File: config.mk
export PLATFORM = sky130hd
export DESIGN_NAME = game_step_sched
export DESIGN_NICKNAME = d
export VERILOG_FILES = /design/src/rtl/game_step_sched_pkg.sv /design/src/rtl/game_step_sched.sv
export SDC_FILE = /design/constraint.sdc
export NUM_CORES = 1
export LEC_CHECK = 0
export BUFFER_PORTS_ARGS = -buffer_cell sky130_fd_sc_hd__buf_2
export CAP_MARGIN = 25
export CORE_MARGIN = 5
export CORE_UTILIZATION = 52
export CTS_BUF_LIST = sky130_fd_sc_hd__clkbuf_16
export DETAILED_ROUTE_END_ITERATION = 6
export PLACE_DENSITY_LB_ADDON = 0.1
export RECOVER_POWER = 50
export SLEW_MARGIN = 20
export SYNTH_ARGS = -nofsm -noshare
export SYNTH_HDL_FRONTEND = slang
export SYNTH_SLANG_ARGS = --single-unit
File: constraint.sdc
create_clock -name clk -period 3.3 [get_ports clk]
set_input_delay 0.66 -clock clk [delete_from_list [all_inputs] [get_ports clk]]
set_output_delay 0.66 -clock clk [all_outputs]
set_load 0.05 [all_outputs]
File: src/rtl/game_step_sched_pkg.sv
// Shared types and helpers for the snake step scheduler.
package game_step_sched_pkg;

  // Scheduler state encoding (matches the shared SCHED_* definitions).
  typedef enum logic [1:0] {
    S_IDLE  = 2'd0,
    S_RUN   = 2'd1,
    S_WAIT  = 2'd2,
    S_PAUSE = 2'd3
  } sched_state_e;

  localparam int unsigned DEF_BASE_TICKS = 8;
  localparam int unsigned DEF_MIN_TICKS  = 1;
  localparam int unsigned DEF_MAX_LEVEL  = 7;

  // Ticks per step: max(base - lvl, min_t), computed without underflow.
  function automatic int unsigned sched_tps(input int unsigned base,
                                            input int unsigned min_t,
                                            input int unsigned lvl);
    if (lvl + min_t >= base) return min_t;
    return base - lvl;
  endfunction

endpackage

File: src/rtl/game_step_sched.sv
// Step scheduler: divides game_en by a level-dependent period and
// hands steps to the game core over a req/ack handshake.
module game_step_sched
  import game_step_sched_pkg::*;
#(
  parameter int unsigned BASE_TICKS = DEF_BASE_TICKS,
  parameter int unsigned MIN_TICKS  = DEF_MIN_TICKS,
  parameter int unsigned MAX_LEVEL  = DEF_MAX_LEVEL,
  parameter int unsigned LVL_W      = 3
) (
  input  logic             clk,
  input  logic             rst,
  input  logic             game_en,
  input  logic             start,
  input  logic             pause_tgl,
  input  logic             game_over,
  input  logic             level_up,
  input  logic             step_ack,
  output logic             step_req,
  output logic             running,
  output logic             paused,
  output logic [LVL_W-1:0] level,
  output logic             overrun
);

  localparam int unsigned CW = $clog2(BASE_TICKS + 1);

  sched_state_e     state_q, state_d;
  logic [CW-1:0]    tick_cnt_q, tick_cnt_d;
  logic [LVL_W-1:0] level_q, level_d;
  logic             overrun_q, overrun_d;
  logic             pause_pend_q, pause_pend_d;
  logic             step_req_q, step_req_d;
  logic             running_q, running_d;
  logic             paused_q, paused_d;

  int unsigned      tps;
  logic             fire;

  // Period from the current level; ">=" also catches a count left above
  // the new period after a level_up.
  always_comb begin
    tps  = sched_tps(BASE_TICKS, MIN_TICKS, 32'(level_q));
    fire = (32'(tick_cnt_q) + 32'd1 >= tps);
  end

  // Next-state logic: game_over beats start beats everything else.
  always_comb begin
    state_d      = state_q;
    tick_cnt_d   = tick_cnt_q;
    level_d      = level_q;
    overrun_d    = overrun_q;
    pause_pend_d = pause_pend_q;
    step_req_d   = step_req_q;

    if (game_over) begin
      state_d      = S_IDLE;
      step_req_d   = 1'b0;
      tick_cnt_d   = '0;
      pause_pend_d = 1'b0;
    end else if (start) begin
      state_d      = S_RUN;
      step_req_d   = 1'b0;
      tick_cnt_d   = '0;
      level_d      = '0;
      overrun_d    = 1'b0;
      pause_pend_d = 1'b0;
    end else begin
      if (state_q != S_IDLE && level_up && level_q != LVL_W'(MAX_LEVEL))
        level_d = level_q + LVL_W'(1);

      unique case (state_q)
        S_IDLE: ;
        S_RUN: begin
          if (pause_tgl) begin
            state_d = S_PAUSE;  // same-cycle tick is dropped
          end else if (game_en) begin
            if (fire) begin
              tick_cnt_d = '0;
              step_req_d = 1'b1;
              state_d    = S_WAIT;
            end else begin
              tick_cnt_d = tick_cnt_q + CW'(1);
            end
          end
        end
        S_WAIT: begin
          if (game_en) overrun_d = 1'b1;
          if (step_ack) begin
            step_req_d   = 1'b0;
            state_d      = (pause_pend_q || pause_tgl) ? S_PAUSE : S_RUN;
            pause_pend_d = 1'b0;
          end else if (pause_tgl) begin
            pause_pend_d = ~pause_pend_q;
          end
        end
        S_PAUSE: begin
          if (pause_tgl) state_d = S_RUN;
        end
        default: state_d = S_IDLE;
      endcase
    end

    running_d = (state_d == S_RUN) || (state_d == S_WAIT);
    paused_d  = (state_d == S_PAUSE);
  end

  // State and flag registers.
  always_ff @(posedge clk) begin
    if (rst) begin
      state_q      <= S_IDLE;
      tick_cnt_q   <= '0;
      level_q      <= '0;
      overrun_q    <= 1'b0;
      pause_pend_q <= 1'b0;
      step_req_q   <= 1'b0;
      running_q    <= 1'b0;
      paused_q     <= 1'b0;
    end else begin
      state_q      <= state_d;
      tick_cnt_q   <= tick_cnt_d;
      level_q      <= level_d;
      overrun_q    <= overrun_d;
      pause_pend_q <= pause_pend_d;
      step_req_q   <= step_req_d;
      running_q    <= running_d;
      paused_q     <= paused_d;
    end
  end

  assign step_req = step_req_q;
  assign running  = running_q;
  assign paused   = paused_q;
  assign level    = level_q;
  assign overrun  = overrun_q;

endmodule
* Yosys cells after proc, flatten, opt, wreduce, memory -nomap -nowiden
Cells that the tools add are included.
** Storage, ports and cells
- Register bits :: 14
- Input bits :: 8
- Output and inout bits :: 7
- Logic and storage cells :: 70
** Cells by class
- $add $sub $neg :: 5
- Order comparisons :: 2
- Equal/unequal tests :: 11
- Multiplexer cells :: 25
- Bitwise operators :: 3
- Reductions and logical operators :: 16
** Operators with widths (number)
- $ge A5 B32 Y1 :: 1
- $mux W32 :: 1
- $mux W2 :: 8
- $reduce_bool A2 Y1 :: 6
- $mux W1 :: 11
- $eq A2 B2 Y1 const B :: 4
- $ne A2 B2 Y1 const B :: 4
- $mux W3 :: 2
- $pmux W2 S3 :: 1
- $reduce_and A3 Y1 :: 2
- $add A4 B1 Y5 const B :: 1
- $reduce_and A5 Y1 :: 1
- $sub A4 B3 Y5 const A :: 1
- $add A3 B1 Y4 const B :: 1
- $add A4 B1 Y4 const B :: 1
- $eq A2 B1 Y1 const B :: 2
- $ge A4 B4 Y1 const B :: 1
- $mux W4 :: 1
- $reduce_and A2 Y1 :: 2
- $add A3 B1 Y3 const B :: 1
- $ne A3 B3 Y1 const B :: 1
- $not A1 Y1 :: 3
- $reduce_or A3 Y1 :: 1
- $logic_and A1 B1 Y1 :: 2
- 2 further kinds :: 3

* Longest topological paths before layout
- Word-level depth :: 13
- Depth in mapped cells :: 12
- Depth with buffers taken out :: 12

* Worst setup path after synthesis
No wires, ideal clock.
- Path type :: register to register
- From :: reg level_q[0] (netlist: level[0])
- To :: reg running_q (netlist: running)
- Setup time :: 114 ps
- Arrival :: 2425 ps
- Required time :: 3186 ps
- Setup slack :: 761 ps
- Stages on the path, launching flop included :: 11
- Path buffers :: 0
- Clock period less this slack :: 2539 ps
- Path through :: dfxtp_1 > inv_1 > ha_1 > nand2_1 > ha_1 > o211ai_1 > o21a_1 > nand2_1 > a31oi_1 > ha_1 > nor2b_1
** On the way
- Cells in the longest elaborated chain, start to end :: 13
- Elaborated cells on any way between the ends :: 16
- Classes of those cells :: add/sub: 2; order compare: 2; eq/ne: 2; mux: 9; reduce/logical: 1
** RTL lines
- from (decl) :: line game_step_sched.sv:30 : logic [LVL_W-1:0] level_q, level_d;
- from (signal assigned) :: line game_step_sched.sv:122 : level_q <= level_d;
- $add A3 B1 Y4 :: line game_step_sched_pkg.sv:20 : if (lvl + min_t >= base) return min_t;
- $ge A4 B4 Y1 :: line game_step_sched_pkg.sv:20
- $mux W1 :: line game_step_sched_pkg.sv:20
- $mux W32 (*) :: line game_step_sched_pkg.sv:21 : return base - lvl;
- $ge A5 B32 Y1 (*) :: line game_step_sched.sv:44 : fire = (32'(tick_cnt_q) + 32'd1 >= tps);
- $mux W2 (*) :: line game_step_sched.sv:78 : if (fire) begin
- $mux W2 (*) :: line game_step_sched.sv:77 : end else if (game_en) begin
- $mux W2 (*) :: line game_step_sched.sv:75 : if (pause_tgl) begin
- $pmux W2 S3 (*) :: line game_step_sched.sv:72 : unique case (state_q)
- $mux W2 (*) :: line game_step_sched.sv:61 : end else if (start) begin
- $mux W2 (*) :: line game_step_sched.sv:56 : if (game_over) begin
- via state_d[0] :: line game_step_sched.sv:28 : sched_state_e state_q, state_d;
- $eq A2 B1 Y1 / $eq A2 B2 Y1 (equally long branches) :: line game_step_sched.sv:104 : running_d = (state_d == S_RUN) || (state_d == S_WAIT);
- $logic_or A1 B1 Y1 (*) :: line game_step_sched.sv:104
- via running_d :: line game_step_sched.sv:34 : logic running_q, running_d;
- to (signal assigned) :: line game_step_sched.sv:126 : running_q <= running_d;
- to (decl) :: line game_step_sched.sv:34
The timed path passes the listed nets; every way through them passes the cells marked *.
A chain may end at the register's enable or synchronous reset.

* Worst setup path in the final report
Same ends and word-level chain as after synthesis.

==> impl_metrics.env <==
export IMPL_status="complete, no violations"
export IMPL_hold_depth=1
export IMPL_fin_skew_ns=0.00547
export IMPL_cp_end_kind="flip-flop"
export IMPL_die_w_um=50.4
export IMPL_reg2reg_from="level[0]"
export IMPL_ys_types=33
export IMPL_rsz0062_at_grt="false"
export IMPL_fill_cells=130
export IMPL_min_to="step_req"
export IMPL_start_kind="flip-flop"
export IMPL_hold_viol=0
export IMPL_numPortBuffers=14
export IMPL_reg2reg_depth=10
export IMPL_ir_worst_vdd_mv=0.245
export IMPL_period_share=0.721
export IMPL_dr_pass1_iters=4
export IMPL_diodes=0
export IMPL_hold_path_class="reg -> reg"
export IMPL_clockBufferDepth=2
export IMPL_drt_wirelength_per_cell_um=13.1
export IMPL_layout_drive_gt1_share=0.117
export IMPL_die_area_um2=2540
export IMPL_clkSlewWorstSetupHoldPaths_ns=0.05
export IMPL_via_count=789
export IMPL_rows=14
export IMPL_synthCells=105
export IMPL_synth_area_leaders="dfxtp_1 33%, ha_1 13%, a21oi_1 5.9%"
export IMPL_crit_type="reg -> reg"
export IMPL_critical_path_required_ns=3.43
export IMPL_synth_top_cell_by_area="dfxtp_1"
export IMPL_clock_root_buffer="clkbuf_16"
export IMPL_synth_area_per_cell_um2=8.07
export IMPL_async_reset_ff_frac=0
export IMPL_insertion_delay_ns=0.24
export IMPL_ys_ff_latch=14
export IMPL_ys_warn_count=0
export IMPL_grt_use_total=0.148
export IMPL_hpwl_um=1320
export IMPL_p_leak_nw=0.418
export IMPL_syn_to_final_growth_pct=17.6
export IMPL_design_area_um2=996
export IMPL_start_util=0.556
export IMPL_cp_max_fo=8
export IMPL_antenna_found_initial=0
export IMPL_nNetsFinal=138
export IMPL_design_core_area_um2=1520
export IMPL_finalWirelength_um=1780
export IMPL_synth_edf_count=0
export IMPL_post_place_cells=132
export IMPL_io_pins=15
export IMPL_hold_start="step_req"
export IMPL_drv_slew=0
export IMPL_placed_area_um2=925
export IMPL_final_util=0.654
export IMPL_antenna_left=0
export IMPL_grt_pass1_vias=730
export IMPL_cts_hold_buf=0
export IMPL_cts_sinks=14
export IMPL_r2r_end="running"
export IMPL_dr_first_iter_drc_count=7
export IMPL_regArea_um2=280
export IMPL_drc=0
export IMPL_layout_commonest_cell="dfxtp_1"
export IMPL_gr_total_overflow=0
export IMPL_netlist_area_um2=847
export IMPL_cts_resized=0
export IMPL_gp_congestion=0.823
export IMPL_synth_nets=122
export IMPL_multiInputGateArea_um2=528
export IMPL_r2r_slack_ns=0.92
export IMPL_period_minus_slack_ns=2.38
export IMPL_synth_seq_area_share=0.331
export IMPL_die_h_um=50.4
export IMPL_cts_tree="yes"
export IMPL_worst_slew_pin_slew_ns=0.597
export IMPL_via_per_inst=5.80
export IMPL_post_cts_buffers=0
export IMPL_grt_pass1_wl_um=3040
export IMPL_mostFrequentLayoutCells="14 x dfxtp_1, 11 x nand2_1, 10 x a21oi_1, 9 x ha_1, 8 x buf_2"
export IMPL_max_freq_ghz=0.420
export IMPL_tns_ns=0
export IMPL_setup_viol=0
export IMPL_grt_max_degree=9
export IMPL_power_density_nw_per_um2=430
export IMPL_ys_flop_type="dfxtp_1"
export IMPL_stdcell_count=136
export IMPL_cts_buffers=3
export IMPL_htree_levels=1
export IMPL_netlist_area_leader_share=0.331
export IMPL_cap_viol_max_count=0
export IMPL_cp_arrival_ns=2.51
export IMPL_slew_headroom=0.604
==> flip-flops by register name, summed over array words and instances (netlist names) <==
name / count
level: 3
overrun: 1
pause_pend_q: 1
paused: 1
running: 1
state_q: 2
step_req: 1
tick_cnt_q: 4
==> worst max-delay path, cell delays in order, from the launching register on <==
cell      delay (ns)
dfxtp_1         0.44
inv_1           0.10
ha_1            0.30
nand2_1         0.05
ha_1            0.18
nor3b_1         0.24
o21ai_0         0.16
o21ai_0         0.23
a21boi_0        0.15
ha_1            0.29
nor2b_1         0.12
==> report_power, final <==
group	internal [W]	total [W]	switching, W
combinational	0.00000918	0.0000262	0.0000170
sequential	0.000171	0.000173	0.00000192
clock	0.000160	0.000229	0.0000690
==> worst max-delay path by stage <==
stage / from / end
after CTS: level[0] / running
after detailed placement: level[0] / running
after global placement: level[0] / running
final: level[0] / running
after floorplan: level[0] / running
after global routing: level[0] / running
==> synthesized netlist by cell type (2+ instances only) <==
library cell,n
nand4_1,2
ha_1,9
xnor2_1,2
a31oi_1,5
nand2_1,11
a21oi_1,10
nand3_1,3
or3_1,3
nor2_1,7
o21a_1,3
o21ai_0,6
nor2b_1,3
inv_1,7
clkbuf_1,2
dfxtp_1,14
==> kinds of logic after synthesis <==
logic type | after synthesis | synth area share
AND/OR/NAND/NOR | 38 | 0.235
AO/OA/AOI/OAI | 31 | 0.225
flip-flops | 14 | 0.331
buffers and inverters | 10 | 0.0458
adder cells (fa/ha/maj) | 9 | 0.133
XOR/XNOR | 3 | 0.0310
==> metrics by stage <==
stage / total power (W) / setup slack, ns / hold WS [ns]
4_1_cts: 0.000432 / 0.916 / 0.462
2_1_floorplan: 0.000191 / 0.761 / 0.449
5_1_grt: 0.000447 / 0.693 / 0.513
3_5_place_dp: 0.000203 / 0.927 / 0.450
3_3_place_gp: 0.000203 / 0.953 / 0.443
6_report: 0.000428 / 0.921 / 0.460
==> metal layers <==
layer / global-route usage / up-vias / wire length (um)
met5: 0 / - / 0
met4: 0.0383 / 0 / 9
met3: 0.0266 / 2 / 55
met2: 0.243 / 14 / 820
met1: 0.199 / 357 / 894
li1: - / 416 / -
==> cell type report <==
cell class / count / area share
multi-input cells: 81 / 0.530
flip-flops and latches: 14 / 0.281
clock buffers: 3 / 0.0754
repair buffers: 14 / 0.0628
inverters: 7 / 0.0264
well taps: 16 / 0.0201
clock inverters: 1 / 0.00377
Power figures use the tool's default switching activity.
